`src/rtl/lsu_pkg.sv`:
```
// rtl/lsu_pkg.sv - shared encodings for the load/store to APB bridge
package lsu_pkg;

    localparam logic [1:0] SZ_BYTE = 2'd0;
    localparam logic [1:0] SZ_HALF = 2'd1;
    localparam logic [1:0] SZ_WORD = 2'd2;

    localparam logic [1:0] CAUSE_OK       = 2'd0;
    localparam logic [1:0] CAUSE_MISALIGN = 2'd1;
    localparam logic [1:0] CAUSE_BUSERR   = 2'd2;
    localparam logic [1:0] CAUSE_TIMEOUT  = 2'd3;

    typedef enum logic [1:0] {
        ST_IDLE   = 2'd0,
        ST_SETUP  = 2'd1,
        ST_ACCESS = 2'd2,
        ST_RESP   = 2'd3
    } lsu_state_t;

endpackage

```
`src/rtl/apb_lsu_bridge_if.sv`:
```
// rtl/apb_lsu_bridge_if.sv - core request/response and APB signal bundle
interface apb_lsu_bridge_if #(
    parameter int ADDR_WIDTH = 32
);
    logic                  req_valid;
    logic                  req_ready;
    logic [ADDR_WIDTH-1:0] req_addr;
    logic [31:0]           req_wdata;
    logic                  req_write;
    logic [1:0]            req_size;
    logic                  req_unsigned;

    logic                  rsp_valid;
    logic [31:0]           rsp_rdata;
    logic [1:0]            rsp_cause;

    logic [ADDR_WIDTH-1:0] paddr;
    logic [31:0]           pwdata;
    logic [3:0]            pstb;
    logic                  psel;
    logic                  penable;
    logic                  pwrite;
    logic [31:0]           prdata;
    logic                  pready;
    logic                  perr;

    modport master (
        input  req_valid, req_addr, req_wdata, req_write, req_size, req_unsigned,
        input  prdata, pready, perr,
        output req_ready, rsp_valid, rsp_rdata, rsp_cause,
        output paddr, pwdata, pstb, psel, penable, pwrite
    );

    modport slave (
        output req_valid, req_addr, req_wdata, req_write, req_size, req_unsigned,
        output prdata, pready, perr,
        input  req_ready, rsp_valid, rsp_rdata, rsp_cause,
        input  paddr, pwdata, pstb, psel, penable, pwrite
    );

endinterface

```
`src/rtl/lsu_align.sv`:
```
// rtl/lsu_align.sv - byte-lane strobes, misalign check, store replication, load extension
module lsu_align
    import lsu_pkg::*;
(
    input  logic [1:0]  i_addr_lo,
    input  logic [1:0]  i_size,
    input  logic        i_unsigned,
    input  logic [31:0] i_wdata,
    input  logic [31:0] i_rdata,
    output logic [3:0]  o_strb,
    output logic        o_misalign,
    output logic [31:0] o_wdata,
    output logic [31:0] o_rdata
);

    logic [31:0] w_lane;

    always_comb begin
        o_strb     = 4'b0000;
        o_misalign = 1'b0;
        o_wdata    = i_wdata;
        o_rdata    = i_rdata;
        w_lane     = i_rdata >> {i_addr_lo, 3'b000};
        case (i_size)
            SZ_BYTE: begin
                o_strb  = 4'b0001 << i_addr_lo;
                o_wdata = {4{i_wdata[7:0]}};
                o_rdata = {{24{~i_unsigned & w_lane[7]}}, w_lane[7:0]};
            end
            SZ_HALF: begin
                o_misalign = i_addr_lo[0];
                o_strb     = 4'b0011 << i_addr_lo;
                o_wdata    = {2{i_wdata[15:0]}};
                o_rdata    = {{16{~i_unsigned & w_lane[15]}}, w_lane[15:0]};
            end
            SZ_WORD: begin
                o_misalign = |i_addr_lo;
                o_strb     = 4'b1111;
            end
            default: begin
                o_misalign = 1'b1;
            end
        endcase
    end

endmodule

```
`src/rtl/apb_lsu_bridge.sv`:
```
// rtl/apb_lsu_bridge.sv - single-outstanding CPU load/store to APB setup/access bridge
module apb_lsu_bridge
    import lsu_pkg::*;
#(
    parameter int ADDR_WIDTH     = 32,
    parameter int DATA_WIDTH     = 32,
    parameter int TIMEOUT_CYCLES = 255
) (
    input  logic             pclk,
    input  logic             presetn,
    apb_lsu_bridge_if.master bus
);

    localparam int CW = $clog2(TIMEOUT_CYCLES + 1);

    lsu_state_t            r_state;
    lsu_state_t            w_state_nxt;
    logic [ADDR_WIDTH-1:0] r_paddr;
    logic [DATA_WIDTH-1:0] r_pwdata;
    logic [DATA_WIDTH-1:0] r_rdata;
    logic [3:0]            r_pstb;
    logic                  r_pwrite;
    logic [1:0]            r_size;
    logic                  r_unsigned;
    logic [1:0]            r_cause;
    logic [CW-1:0]         r_cnt;

    logic [CW-1:0]         w_cnt_inc;
    logic                  w_timeout;
    logic [1:0]            w_al_addr;
    logic [1:0]            w_al_size;
    logic                  w_al_unsigned;
    logic [3:0]            w_strb;
    logic                  w_misalign;
    logic [31:0]           w_wdata;
    logic [31:0]           w_ld_data;

    // In IDLE the aligner sees the incoming request; afterwards the latched one, for load return.
    assign w_al_addr     = (r_state == ST_IDLE) ? bus.req_addr[1:0] : r_paddr[1:0];
    assign w_al_size     = (r_state == ST_IDLE) ? bus.req_size      : r_size;
    assign w_al_unsigned = (r_state == ST_IDLE) ? bus.req_unsigned  : r_unsigned;

    lsu_align u_align (
        .i_addr_lo  (w_al_addr),
        .i_size     (w_al_size),
        .i_unsigned (w_al_unsigned),
        .i_wdata    (bus.req_wdata),
        .i_rdata    (bus.prdata),
        .o_strb     (w_strb),
        .o_misalign (w_misalign),
        .o_wdata    (w_wdata),
        .o_rdata    (w_ld_data)
    );

    assign w_cnt_inc = r_cnt + CW'(1);
    assign w_timeout = (w_cnt_inc == CW'(TIMEOUT_CYCLES));

    always_ff @(posedge pclk or negedge presetn) begin
        if (!presetn) begin
            r_state <= ST_IDLE;
        end else begin
            r_state <= w_state_nxt;
        end
    end

    always_comb begin
        w_state_nxt = r_state;
        case (r_state)
            ST_IDLE: begin
                if (bus.req_valid) begin
                    w_state_nxt = w_misalign ? ST_RESP : ST_SETUP;
                end
            end
            ST_SETUP:  w_state_nxt = ST_ACCESS;
            ST_ACCESS: begin
                if (bus.pready || w_timeout) begin
                    w_state_nxt = ST_RESP;
                end
            end
            ST_RESP:   w_state_nxt = ST_IDLE;
            default:   w_state_nxt = ST_IDLE;
        endcase
    end

    always_ff @(posedge pclk or negedge presetn) begin
        if (!presetn) begin
            r_paddr    <= '0;
            r_pwdata   <= '0;
            r_rdata    <= '0;
            r_pstb     <= '0;
            r_pwrite   <= 1'b0;
            r_size     <= SZ_BYTE;
            r_unsigned <= 1'b0;
            r_cause    <= CAUSE_OK;
            r_cnt      <= '0;
        end else begin
            case (r_state)
                ST_IDLE: begin
                    if (bus.req_valid) begin
                        r_paddr    <= bus.req_addr;
                        r_pwdata   <= w_wdata;
                        r_pwrite   <= bus.req_write;
                        r_size     <= bus.req_size;
                        r_unsigned <= bus.req_unsigned;
                        r_pstb     <= w_misalign ? 4'b0000 : w_strb;
                        r_cause    <= w_misalign ? CAUSE_MISALIGN : CAUSE_OK;
                        r_rdata    <= '0;
                    end
                end
                ST_ACCESS: begin
                    if (bus.pready) begin
                        r_pstb  <= '0;
                        r_cnt   <= '0;
                        r_cause <= bus.perr ? CAUSE_BUSERR : CAUSE_OK;
                        r_rdata <= (bus.perr || r_pwrite) ? '0 : w_ld_data;
                    end else if (w_timeout) begin
                        r_pstb  <= '0;
                        r_cnt   <= '0;
                        r_cause <= CAUSE_TIMEOUT;
                        r_rdata <= '0;
                    end else begin
                        r_cnt <= w_cnt_inc;
                    end
                end
                ST_RESP: begin
                    r_cause <= CAUSE_OK;
                    r_rdata <= '0;
                end
                default: begin
                end
            endcase
        end
    end

    assign bus.req_ready = presetn && (r_state == ST_IDLE);
    assign bus.rsp_valid = (r_state == ST_RESP);
    assign bus.rsp_rdata = r_rdata;
    assign bus.rsp_cause = r_cause;
    assign bus.psel      = (r_state == ST_SETUP) || (r_state == ST_ACCESS);
    assign bus.penable   = (r_state == ST_ACCESS);
    assign bus.paddr     = r_paddr;
    assign bus.pwdata    = r_pwdata;
    assign bus.pstb      = r_pstb;
    assign bus.pwrite    = r_pwrite;

endmodule
```
`src/flat_wrapper.sv`:
```
// flat-port wrapper written by rule: the top's interface ports become plain ports
module apb_lsu_bridge_flat import lsu_pkg::*;
#(
    parameter int ADDR_WIDTH     = 32,
    parameter int DATA_WIDTH     = 32,
    parameter int TIMEOUT_CYCLES = 255
)
  (pclk, presetn, bus_req_valid, bus_req_addr, bus_req_wdata, bus_req_write, bus_req_size, bus_req_unsigned, bus_prdata, bus_pready, bus_perr, bus_req_ready, bus_rsp_valid, bus_rsp_rdata, bus_rsp_cause, bus_paddr, bus_pwdata, bus_pstb, bus_psel, bus_penable, bus_pwrite);
  apb_lsu_bridge_if #(.ADDR_WIDTH(ADDR_WIDTH)) bus_i ();
  input  logic pclk;
  input  logic presetn;
  input wire logic [$bits(bus_i.req_valid)-1:0] bus_req_valid;
  input wire logic [$bits(bus_i.req_addr)-1:0] bus_req_addr;
  input wire logic [$bits(bus_i.req_wdata)-1:0] bus_req_wdata;
  input wire logic [$bits(bus_i.req_write)-1:0] bus_req_write;
  input wire logic [$bits(bus_i.req_size)-1:0] bus_req_size;
  input wire logic [$bits(bus_i.req_unsigned)-1:0] bus_req_unsigned;
  input wire logic [$bits(bus_i.prdata)-1:0] bus_prdata;
  input wire logic [$bits(bus_i.pready)-1:0] bus_pready;
  input wire logic [$bits(bus_i.perr)-1:0] bus_perr;
  output wire logic [$bits(bus_i.req_ready)-1:0] bus_req_ready;
  output wire logic [$bits(bus_i.rsp_valid)-1:0] bus_rsp_valid;
  output wire logic [$bits(bus_i.rsp_rdata)-1:0] bus_rsp_rdata;
  output wire logic [$bits(bus_i.rsp_cause)-1:0] bus_rsp_cause;
  output wire logic [$bits(bus_i.paddr)-1:0] bus_paddr;
  output wire logic [$bits(bus_i.pwdata)-1:0] bus_pwdata;
  output wire logic [$bits(bus_i.pstb)-1:0] bus_pstb;
  output wire logic [$bits(bus_i.psel)-1:0] bus_psel;
  output wire logic [$bits(bus_i.penable)-1:0] bus_penable;
  output wire logic [$bits(bus_i.pwrite)-1:0] bus_pwrite;
  assign bus_i.req_valid = bus_req_valid;
  assign bus_i.req_addr = bus_req_addr;
  assign bus_i.req_wdata = bus_req_wdata;
  assign bus_i.req_write = bus_req_write;
  assign bus_i.req_size = bus_req_size;
  assign bus_i.req_unsigned = bus_req_unsigned;
  assign bus_i.prdata = bus_prdata;
  assign bus_i.pready = bus_pready;
  assign bus_i.perr = bus_perr;
  assign bus_req_ready = bus_i.req_ready;
  assign bus_rsp_valid = bus_i.rsp_valid;
  assign bus_rsp_rdata = bus_i.rsp_rdata;
  assign bus_rsp_cause = bus_i.rsp_cause;
  assign bus_paddr = bus_i.paddr;
  assign bus_pwdata = bus_i.pwdata;
  assign bus_pstb = bus_i.pstb;
  assign bus_psel = bus_i.psel;
  assign bus_penable = bus_i.penable;
  assign bus_pwrite = bus_i.pwrite;
  apb_lsu_bridge #(.ADDR_WIDTH(ADDR_WIDTH), .DATA_WIDTH(DATA_WIDTH), .TIMEOUT_CYCLES(TIMEOUT_CYCLES)) u_core (.pclk(pclk), .presetn(presetn), .bus(bus_i));
endmodule
```
`config.mk`:
```
export PLATFORM = sky130hd
export DESIGN_NAME = apb_lsu_bridge_flat
export DESIGN_NICKNAME = d
export VERILOG_FILES = /design/src/rtl/lsu_pkg.sv /design/src/rtl/apb_lsu_bridge_if.sv /design/src/rtl/lsu_align.sv /design/src/rtl/apb_lsu_bridge.sv /design/src/flat_wrapper.sv
export SDC_FILE = /design/constraint.sdc
export NUM_CORES = 1
export LEC_CHECK = 0
export ABC_CLOCK_PERIOD_IN_PS = 6300
export BUFFER_PORTS_ARGS = -buffer_cell sky130_fd_sc_hd__buf_2
export CAP_MARGIN = 10
export CORE_ASPECT_RATIO = 0.9
export CORE_MARGIN = 2
export CORE_UTILIZATION = 36
export CTS_BUF_LIST = sky130_fd_sc_hd__clkbuf_4
export CTS_CLUSTER_SIZE = 40
export DETAILED_ROUTE_END_ITERATION = 8
export HOLD_SLACK_MARGIN = 0.03
export PLACE_DENSITY_LB_ADDON = 0.3
export SYNTH_ARGS = -nofsm -noshare
export SYNTH_HDL_FRONTEND = slang
export SYNTH_SLANG_ARGS = --single-unit
```
`constraint.sdc`:
```
create_clock -name pclk -period 6.3 [get_ports pclk]
set_input_delay 1.575 -clock pclk [delete_from_list [all_inputs] [get_ports pclk]]
set_output_delay 1.575 -clock pclk [all_outputs]
set_load 0.01 [all_outputs]
```
* Word-level counts from Yosys, hierarchy flattened
Cells that the tools add are included.
Cells by class: $add $sub $neg 1, multiply operators 0, divide/modulo/power cells 0, order comparisons 0, eq/ne operators 9, shifts and indexed selects 3, mux-type cells 29, bitwise operators 3, reduce and logical (&&, ||, !) cells 13
Operators by type and width (number):
- two-way mux 32 bit | 4
- one-hot mux 32 bit (2 select lines) | 2
- one-hot mux 32 bit (3 select lines) | 1
- >> shifter 32 x 5 -> 16 bit | 1
- two-way mux 2 bit | 9
- two-way mux 4 bit | 4
- two-way mux 8 bit | 2
- one-hot mux 4 bit (3 select lines) | 1
- adder 8 x 1 -> 8 bit (second input constant) | 1
- == test 8 bit (second input constant) | 1
- one-hot mux 2 bit (4 select lines) | 1
- one-hot mux 4 bit (2 select lines) | 1
- == test 2 bit (second input constant) | 3
- one-hot mux 2 bit (3 select lines) | 1
- AND reduction 3 bit | 2
- == test 2 x 1 -> 1 bit (second input constant) | 2
- zero test 2 bit | 2
- AND reduction 2 bit | 2
- left shift 1 x 2 -> 4 bit (first input constant) | 1
- left shift 2 x 2 -> 4 bit (first input constant) | 1
- logical OR 1 bit | 3
- inequality test 3 x 2 -> 1 bit (second input constant) | 1
- one-hot mux 1 bit (3 select lines) | 1
- nonzero test 3 bit | 1
- other kinds (8) | 10
Storage, ports and cells: register bits after elaboration 116, bits in latches 0, memory bits (writable) 0, bits in read-only memories 0, input bits 105, word-level logic and storage cells 68, memories 0

* Depth between registers and ports, before layout
depth after elaboration 8, mapped depth 10, depth with buffers taken out 8

* By module
A second synthesis with hierarchy kept.
Second synthesis, totals: cell total of the unflattened synthesis 621, area, all modules 6476.2 µm²
By module, submodules not included:
- apb_lsu_bridge | instances 1, cells an instance 417, area an instance 5047.3 µm²
- lsu_align | instances 1, cells an instance 204, area an instance 1428.9 µm²

* Worst setup path before layout
OpenSTA, ideal clock, no wires.
path kind in2out, start point input presetn, end point output bus_req_ready, arrival time 1.740 ns, setup slack 2.985 ns, stages on the path 1, cells stage by stage and2_1
Between the ends: longest elaborated chain between the ends 1
RTL lines:
- start, declared | line flat_wrapper.sv:11 | input logic presetn;
- logical AND 1 bit | line apb_lsu_bridge.sv:135 | assign bus.req_ready = presetn && (r_state == ST_IDLE);
- end, declared | line flat_wrapper.sv:21 | output wire logic [$bits(bus_i.req_ready)-1:0] bus_req_ready;
No other way between the ends.

* Worst setup path in the final report
Same ends and word-level chain as after synthesis.

==> metrics.md <==
| Metric | Value |
|---|---|
| Status | finished, final reports clean |
| Post-DP HPWL | 12,200 um |
| Die X-Extent | 138 um |
| Post-synthesis sequential area ratio | 0.502 |
| Warnings, synthesis | 0 |
| Longest Clk Path Bufs | 2 |
| Initial core utilization | 0.372 |
| Core box area | 0.0155 mm^2 |
| Post_cts resized | 0 |
| H-tree levels | 4 |
| Mapped Cells | 570 |
| Final wirelength | 16,900 um |
| RD Place Congestion | 0.815 |
| Post-synthesis cell type count | 54 |
| CP Data Required Time | 4.72 ns |
| Worst slew pin tran | 1.15 ns |
| Vias in the first global route | 5,124 |
| ANT nets after route | 0 |
| Routed WL per cell | 17.2 um |
| I/O Buffers | 211 |
| Synthesized Nets | 681 |
| Largest net degree at the start of global routing | 69 |
| Class of the most critical setup path | primary input to output port |
| Tot Pwr | 0.00366 W |
| Total negative slack | 0 ns |
| Root Driver | clkbuf_4 |
| DR pass1 iterations | 5 |
| Skew final | 0.0197 ns |
| Final max-slew violation count | 0 |
| Arr. time, crit path | 2.55 ns |
| Via density | 5.36 |
| Global route total overflow | 0 |
| Crit path max fanout | 62 |
| GRT Util Overall | 0.203 |
| Rows | 43 |
| Post-layout min period | 4.12 ns |
| Syn Std Cell Area | 0.00579 mm^2 |
| Die area | 0.0171 mm^2 |
| Setup crit start kind | primary input |
| Fraction of layout cells with a size suffix above 1 | 0.395 |
| Final hold violation count | 0 |
| Worst slew margin | 0.214 |
| Clock Latency Late Sink | 0.55 ns |
| Diode count | 0 |
| Period utilization | 0.654 |
| Asr flop ratio synth | 1.00 |
| Most common flop cell mapped by yosys | dfrtp_1 |
| R2R setup slack | 2.82 ns |
| DIE HEIGHT | 124 um |
| CTS Sinks | 116 |
| # setup viols final | 0 |
| IO Pins | 212 |
| Peak VDD IR | 0.246 mV |
| Starting DRT DRC Count | 329 |
| Power Density | 502 mW/mm^2 |
| P&R area growth vs syn | 25.8% |
| Via count | 5,275 |
| Clk slew on worst S/H paths | 0.12 ns |
| Setup WS post-layout | 2.18 ns |
| Worst setup EP type | output port |
| Max-cap violations | 0 |
| Synthesis-stage register bit count | 116 |
| Cts hold-fix bufs | 0 |
| NumNets Final | 881 |
| EDFF count, synth | 0 |
| Peak Freq | 243 MHz |
| Lkg Pwr | 3.57 nW |
| Post-placement setup slack | 2.10 ns |
| TritonCTS clock tree | yes |
| First-pass GRT wire length | 27,200 um |
| HP Class | flop to flop |
| Syn Area/Cell | 10.2 um^2 |
| Drt drc | 0 |
| TritonCTS buffer count | 17 |
| Initial antenna violation count | 1 |
| Post-CTS Repair Setup Buffers | 0 |
| RSZ-0062 raised after global routing | no |
## Yosys cell counts (all sizes together), types with 2 or more instances
cell type	number	share of area
a21oi	41	0.036
nor2b	6	0.0065
or3	3	0.0032
nand2	75	0.050
clkbuf	14	0.0091
o41ai	7	0.011
mux2	48	0.093
nand3b	2	0.0026
mux2i	27	0.047
nor2	27	0.018
xnor2	2	0.0030
ha	6	0.013
o32ai	4	0.0061
buf	22	0.020
o22ai	9	0.0097
nand3	11	0.0095
o21ai	53	0.046
o21bai	7	0.0091
nor3	8	0.0069
a21o	4	0.0065
nand2b	7	0.0076
nor4	2	0.0032
and2	2	0.0022
a31oi	24	0.026
nor3b	2	0.0026
o211ai	2	0.0026
and3	4	0.0043
dfrtp	116	0.50
inv	12	0.0078
a22o	8	0.012
or2b	2	0.0026
## flip-flops by register name, summed over array words and instances (netlist names)
| name | count |
|---|---|
| u_core.bus.rsp_rdata | 32 |
| u_core.bus.rsp_cause | 2 |
| u_core.r_cnt | 8 |
| u_core.r_size | 2 |
| u_core.bus.pwdata | 32 |
| u_core.bus.pwrite | 1 |
| u_core.r_unsigned | 1 |
| u_core.r_state | 2 |
| u_core.bus.pstb | 4 |
| u_core.bus.paddr | 32 |
## power by group
part | total [W] | switching, W | internal [W]
clock | 0.000557 | 0.000320 | 0.000237
combinational | 0.00186 | 0.00108 | 0.000774
sequential | 0.00124 | 0.000189 | 0.00105
total | 0.00366 | 0.00159 | 0.00206
## logic make-up after synthesis
family	Yosys count	synth area share
muxes	75	0.140
buffers and inverters	48	0.0370
xor gates and xnor gates	2	0.00303
adders and majority gates	6	0.0130
AOI/OAI and AO/OA	168	0.178
and+or+nand+nor	155	0.127
DFF	116	0.502
## area by class of cell
cell class	instances	area, um^2
clock buffer	17	128
clock inverter	15	159
fill	1537	8270
sequential	116	2900
tap	202	253
inverter	12	45.0
timing repair buffer	217	1100
multi-input combinational	406	2690
## through the flow
stage	hold WS [ns]	instances	utilization	area [um^2]
6_report	0.490	985	0.468	7280
5_1_grt	0.526	985	0.468	7280
4_1_cts	0.494	985	0.468	7280
3_5_place_dp	0.465	953	0.450	6990
3_3_place_gp	0.458	953	0.450	6990
2_1_floorplan	0.475	570	-	5790
## critical path, cell delays in order
cell and delay, ns:
buf_4 0.60, and2_1 0.22, buf_2 0.13
## final timing paths
path | start | to | depth (start not counted)
setup / recovery | presetn | bus_req_ready | 3
hold / removal | u_core.bus.pwdata[17]$_DFFE_PN0P_ | u_core.bus.pwdata[17]$_DFFE_PN0P_ | 2
setup reg to reg | u_core.r_state[0]$_DFFE_PN0P_ | u_core.bus.rsp_rdata[31]$_DFFE_PN0P_ | 9
hold reg to reg | u_core.bus.pwdata[17]$_DFFE_PN0P_ | u_core.bus.pwdata[17]$_DFFE_PN0P_ | 2
max in group asynchronous | presetn | u_core.bus.paddr[6]$_DFFE_PN0P_ | 2
min in group asynchronous | presetn | u_core.r_cnt[6]$_DFFE_PN0P_ | 1
## placed cells by master (no fill, tap or decap), drive strengths merged, types with 5 or more instances in the layout
cell      count
o41ai         7
nor2b         6
buf         217
mux2         48
inv          14
o21bai        7
nand2        75
a21oi        41
a22o          8
clkbuf       17
mux2i        27
clkinvlp      5
a31oi        24
dfrtp       116
nor2         27
clkinv        6
nand3        11
ha            6
o21ai        53
o22ai         9
nand2b        7
nor3          8
## routing by layer
metal | vias up | share of wire | track usage
li1 | 2457 | - | -
met1 | 2543 | 0.44 | 0.274
met2 | 245 | 0.44 | 0.298
met3 | 30 | 0.10 | 0.0777
met4 | 0 | 0.022 | 0.0697
met5 | - | 0 | 0
Power figures use the tool's default switching activity.
